File: src/rtl/cluster_link_pkg.sv
// Shared widths, constants and FSM encoding for the cluster link framer.
// ZERO_SUPPRESS_EN (see cluster_link_framer) does not change anything here.
package cluster_link_pkg;

  localparam int MXCLSTBITS = 14;
  localparam int MXADRBITS  = 11;
  localparam int MXPADS     = 1536;
  localparam int MXOUTBITS  = 56;
  localparam int NCLST      = 8;

  localparam logic [11:0] BX_MAX     = 12'd3563;
  localparam logic [7:0]  HDR_MARKER = 8'hBC;

  typedef enum logic [1:0] {
    IDLE,
    HDR,
    FRM_A,
    FRM_B
  } state_e;

  function automatic logic adr_valid(
    input logic [MXADRBITS-1:0] adr
  );
    return adr < MXADRBITS'(MXPADS);
  endfunction

endpackage

File: src/rtl/cluster_valid_count.sv
// Counts clusters whose address is a real pad and flags
// which half (0-3, 4-7) holds at least one of them.
module cluster_valid_count
  import cluster_link_pkg::*;
(
  input  logic [NCLST*MXCLSTBITS-1:0] clusters_i,
  output logic [3:0]                  count_o,
  output logic                        grp_lo_o,
  output logic                        grp_hi_o
);

  logic [NCLST-1:0]   vld;
  logic [NCLST*3-1:0] unused_cnt_bits;

  always_comb begin
    vld             = '0;
    count_o         = '0;
    unused_cnt_bits = '0;
    for (int i = 0; i < NCLST; i++) begin
      vld[i] = adr_valid(
        clusters_i[i*MXCLSTBITS +: MXADRBITS]);
      count_o = count_o + 4'(vld[i]);
      unused_cnt_bits[i*3 +: 3] =
        clusters_i[i*MXCLSTBITS+MXADRBITS +: 3];
    end
  end

  assign grp_lo_o = |vld[3:0];
  assign grp_hi_o = |vld[7:4];

endmodule

File: src/rtl/cluster_link_framer.sv
// Frames 8 packer clusters per bunch crossing into 56-bit link words.
// Define ZERO_SUPPRESS_EN to skip cluster words whose 4 slots are empty.
module cluster_link_framer
  import cluster_link_pkg::*;
(
  input  logic        clock4x,
  input  logic        global_reset_n,
  input  logic        bx_strobe,
  input  logic        bc0,
  input  logic [13:0] cluster0,
  input  logic [13:0] cluster1,
  input  logic [13:0] cluster2,
  input  logic [13:0] cluster3,
  input  logic [13:0] cluster4,
  input  logic [13:0] cluster5,
  input  logic [13:0] cluster6,
  input  logic [13:0] cluster7,
  output logic [55:0] link_data,
  output logic        link_valid,
  output logic        link_sof,
  output logic [7:0]  err_count
);

  localparam int CW = NCLST * MXCLSTBITS;

  state_e state_q, state_d;

  logic [CW-1:0]        clst_all, clst_q;
  logic [3:0]           cnt, cnt_q;
  logic                 grp_lo, grp_hi;
  logic                 bc0_q, coll_q, coll_d;
  logic [11:0]          bxn_q, bxn_d, bxn_cap_q;
  logic [7:0]           err_q, err_d;
  logic [MXOUTBITS-1:0] data_q, data_d;
  logic                 valid_q, valid_d;
  logic                 sof_q, sof_d;
  logic                 accept, drop;

  assign clst_all = {cluster7, cluster6, cluster5, cluster4,
                     cluster3, cluster2, cluster1, cluster0};

  cluster_valid_count u_cnt (
    .clusters_i (clst_all),
    .count_o    (cnt),
    .grp_lo_o   (grp_lo),
    .grp_hi_o   (grp_hi)
  );

`ifdef ZERO_SUPPRESS_EN
  logic grp_lo_q, grp_hi_q;
`else
  logic unused_grp;
  assign unused_grp = grp_lo ^ grp_hi;
`endif

  assign accept = bx_strobe &&
                  (state_q == IDLE || state_q == FRM_B);
  assign drop   = bx_strobe && !accept;

  always_comb begin
    bxn_d = bxn_q;
    if (bx_strobe) begin
      if (bc0 || bxn_q == BX_MAX) bxn_d = '0;
      else                        bxn_d = bxn_q + 12'd1;
    end
  end

  // A drop on the header edge must survive into the next header.
  assign coll_d = drop ? 1'b1 :
                  (state_q == HDR) ? 1'b0 : coll_q;

  assign err_d = (drop && err_q != 8'hFF) ?
                 err_q + 8'd1 : err_q;

  always_comb begin
    state_d = state_q;
    data_d  = '0;
    valid_d = 1'b0;
    sof_d   = 1'b0;
    unique case (state_q)
      IDLE: begin
        if (accept) state_d = HDR;
      end
      HDR: begin
        data_d  = {HDR_MARKER, bxn_cap_q, cnt_q,
                   bc0_q, coll_q, 30'd0};
        valid_d = 1'b1;
        sof_d   = 1'b1;
`ifdef ZERO_SUPPRESS_EN
        if (grp_lo_q)      state_d = FRM_A;
        else if (grp_hi_q) state_d = FRM_B;
        else               state_d = IDLE;
`else
        state_d = FRM_A;
`endif
      end
      FRM_A: begin
        data_d  = clst_q[CW/2-1:0];
        valid_d = 1'b1;
`ifdef ZERO_SUPPRESS_EN
        state_d = grp_hi_q ? FRM_B : IDLE;
`else
        state_d = FRM_B;
`endif
      end
      FRM_B: begin
        data_d  = clst_q[CW-1:CW/2];
        valid_d = 1'b1;
        state_d = accept ? HDR : IDLE;
      end
      default: state_d = IDLE;
    endcase
  end

  always_ff @(posedge clock4x) begin
    if (!global_reset_n) state_q <= IDLE;
    else                 state_q <= state_d;
  end

  always_ff @(posedge clock4x) begin
    if (!global_reset_n) begin
      data_q    <= '0;
      valid_q   <= 1'b0;
      sof_q     <= 1'b0;
      err_q     <= '0;
      bxn_q     <= '0;
      coll_q    <= 1'b0;
      clst_q    <= '0;
      cnt_q     <= '0;
      bc0_q     <= 1'b0;
      bxn_cap_q <= '0;
`ifdef ZERO_SUPPRESS_EN
      grp_lo_q  <= 1'b0;
      grp_hi_q  <= 1'b0;
`endif
    end else begin
      data_q  <= data_d;
      valid_q <= valid_d;
      sof_q   <= sof_d;
      err_q   <= err_d;
      bxn_q   <= bxn_d;
      coll_q  <= coll_d;
      if (accept) begin
        clst_q    <= clst_all;
        cnt_q     <= cnt;
        bc0_q     <= bc0;
        bxn_cap_q <= bxn_d;
`ifdef ZERO_SUPPRESS_EN
        grp_lo_q  <= grp_lo;
        grp_hi_q  <= grp_hi;
`endif
      end
    end
  end

  assign link_data  = data_q;
  assign link_valid = valid_q;
  assign link_sof   = sof_q;
  assign err_count  = err_q;

endmodule

File: config.mk
export PLATFORM = sky130hd
export DESIGN_NAME = cluster_link_framer
export DESIGN_NICKNAME = d
export VERILOG_FILES = /design/src/rtl/cluster_link_pkg.sv /design/src/rtl/cluster_valid_count.sv /design/src/rtl/cluster_link_framer.sv
export SDC_FILE = /design/constraint.sdc
export NUM_CORES = 1
export LEC_CHECK = 0
export CORE_MARGIN = 3
export CORE_UTILIZATION = 49
export DETAILED_ROUTE_END_ITERATION = 10
export PLACE_DENSITY_LB_ADDON = 0.3
export RECOVER_POWER = 100
export SLEW_MARGIN = 20
export SYNTH_ARGS = -nofsm -noshare
export SYNTH_HDL_FRONTEND = slang
export SYNTH_SLANG_ARGS = --single-unit
File: constraint.sdc
create_clock -name clock4x -period 4.08 [get_ports clock4x]
set_input_delay 1.224 -clock clock4x [delete_from_list [all_inputs] [get_ports clock4x]]
set_output_delay 1.224 -clock clock4x [all_outputs]
set_load 0.1 [all_outputs]
==> metrics.yaml <==
run_status:
  outcome: "finished, final reports clean"
clocking:
  cts-buffers-inserted: 21
  cts_setup_buffers: 0
  clk_latency_ns: 0.50
  clkSlewWorstSetupHoldPaths_ns: 0.06
  cts_tree: "yes"
  ctsResizeCount: 0
  cts_root_buf: "clkbuf_16"
  clockBufferDepth: 3
  htree_levels: 1
  hold_buffers: 0
  cts.sinks: 210
floorplan:
  rows: 45
  ioPinCount: 182
  dieWidth_um: 131
  core_area_um2: 15300
  die_h_um: 131
  die_area_um2: 17300
  initial_core_util: 0.503
power_and_ir_drop:
  p_sw_frac: 0.339
  p_int_mw: 4.02
  pwr-share-clk: 0.322
  p_sw_mw: 2.06
  p_per_area_nw_per_um2: 590
  p_leak_nw: 3.93
  ir_worst_vdd_v: 0.000315
  p_comb_frac: 0.262
  pwr-share-seq: 0.416
final_layout:
  final_cells: 1271
  fill_cells: 1282
  drive_above_1_share: 0.0500
  layout.nets: 1175
  antenna_cells: 0
  area_delta_synth_final_pct: 33.8
routing:
  dr.pass1.iters: 6
  met2WireLength_mm: 9.47
  drt-total-wl_mm: 20.0
  wl_met1_mm: 8.73
  drtIter0Drc: 520
  vias: 6718
  vias_per_cell: 5.29
  drt.antenna.violating_nets: 0
  dr_wl_met3_mm: 1.41
  wire_per_inst_um: 15.8
  drc: 0
  routed.top_layer: "met5"
sta:
  fin_crit_sh: 0.956
  grt_setup_unrepaired: "no"
  hold_viol_final: 0
  drv_slew: 0
  relSlewSlack: 0.145
  fmax_ghz: 0.256
  setup_ws_ns: 0.180
  worst_pin_slew_ns: 1.28
  fin_skew_ns: 0.0147
  layout_min_cycle_time_ns: 3.90
  finalSetupViolCount: 0
yosys:
  synth-edff-count: 0
  ys_types: 49
  ys_top_cells_by_area: "dfxtp_1, nand2_1, a21oi_1"
  synth-seq-area-share: 0.546
  yosys_register_bits: 210
  async_reset_ff_frac: 0
  yosys.cell_count.top_type: "nand2_1"
  ys.flop_type: "dfxtp_1"
  synth_top_cell_area_share: 0.546
  yosys.area.top_type: "dfxtp_1"
  syn_avg_cell_area_um2: 8.61
  ys.warnings.count: 0
  synthCells: 894
  yosys-top-cells-count: "nand2_1, dfxtp_1, a21oi_1, nor2_1, clkbuf_1"
  synth_nets: 1024
  syn-cell-area_um2: 7700
critical_path:
  crit_type: "input pin to register"
  critical_path_required_ns: 4.48
  cp.arrival_ns: 4.30
  crit_fanout: 2
  max_stage_delay_ns: 0.55
  crit_chain: "clkdlybuf4s50_1 -> nand2_1 -> ha_1 -> fa_1 -> fa_1 -> fa_2 -> inv_1 -> fa_1 -> a211oi_1"
  cp-start-kind: "input pin"
  cp_slowest_cell: "fa_1"
  crit_top_cell: "fa_1"
  cp-end-kind: "register"
  cpLargestDelayFamily: "adder cells"
  crit_buf_inv: 2
global_routing:
  grt_pass1_vias: 6433
  grt_start_max_net_pins: 130
  antenna_found_initial: 1
  overflow: 0
  grt_pass1_wl_mm: 32.4
  grt_usage: 0.223
worst_hold_path:
  hold_path_class: "register to register"
place:
  pre_cts_ws_ns: -0.369
  place_inst: 1233
  dp_hpwl_mm: 12.7
  portBuffers: 181
  routabilityCongestion: 0.806
job:
  max-cap-violations: 0
[metrics by stage]
stage | area, um2 | power [mW] | setup TNS [ns] | utilization | hold slack (ns)
2_1_floorplan | 7700 | 3.70 | 0 | - | 0.432
3_3_place_gp | 9650 | 4.18 | -0.525 | 0.630 | 0.442
3_5_place_dp | 9650 | 4.22 | -0.740 | 0.630 | 0.446
4_1_cts | 10400 | 6.18 | 0 | 0.677 | 0.454
5_1_grt | 10300 | 6.40 | 0 | 0.673 | 0.468
6_report | 10300 | 6.08 | 0 | 0.673 | 0.453
[final timing paths]
check          startpoint      endpoint  slack (ns)  depth (start not counted)
max reg2reg    state_q[1]  link_data[6]        1.27                          5
min reg2reg    clst_q[41]    clst_q[41]        0.45                          2
min            clst_q[41]    clst_q[41]        0.45                          2
max          cluster0[10]      cnt_q[1]        0.18                          9
[registers in the layout, summed over array words and instances, names as in the netlist]
name / cells
link_data: 56
clst_q: 112
bxn_cap_q: 12
coll_q: 1
cnt_q: 4
link_valid: 1
err_count: 8
bxn_q: 12
state_q: 2
bc0_q: 1
link_sof: 1
[worst min-delay path, cell delays in order (launching register included)]
cell and delay, ns:
dfxtp_1 0.31, nand2_1 0.05, a21oi_1 0.05
[layer usage]
metal,up-vias,track usage
met3,35,0.0479
met2,227,0.367
met1,3125,0.302
met5,-,0
met4,2,0.0578
li1,3329,-
[area by class of cell]
class / count / area (um2) / area share
clock buffers: 32 / 627 / 0.0609
clock inverters: 6 / 83.8 / 0.00814
inverters: 11 / 43.8 / 0.00425
multi-input cells: 609 / 3170 / 0.308
flip-flops and latches: 210 / 4200 / 0.408
well taps: 211 / 264 / 0.0256
repair buffers: 192 / 1900 / 0.185
[cell usage in the layout (no fill, tap or decap), types with 9 or more instances in the layout]
cell type / instances
dlygate4sd3_1: 68
inv_1: 10
dfxtp_1: 210
nand3_1: 14
a21oi_1: 124
a22oi_1: 43
clkbuf_1: 9
clkbuf_16: 21
clkdlybuf4s50_1: 113
nor2_1: 75
a222oi_1: 18
o21ai_0: 14
xnor2_1: 9
nand2_1: 248
[kinds of logic after synthesis]
family                     synth area share
AOI/OAI and AO/OA                     0.177
xor gates and xnor gates             0.0137
adders and majority gates            0.0267
buffers and inverters                0.0398
DFF                                   0.546
muxes                               0.00130
and+or+nand+nor                       0.196
[power by group through the flow]
stage | registers [mW] | clock network [mW] | logic [mW]
2_1_floorplan | 2.80 | 0 | 0.900
3_3_place_gp | 2.56 | 0 | 1.62
3_5_place_dp | 2.57 | 0 | 1.65
4_1_cts | 2.53 | 2.00 | 1.65
5_1_grt | 2.57 | 2.07 | 1.76
6_report | 2.53 | 1.96 | 1.59
(Power assumes the default switching activity.)
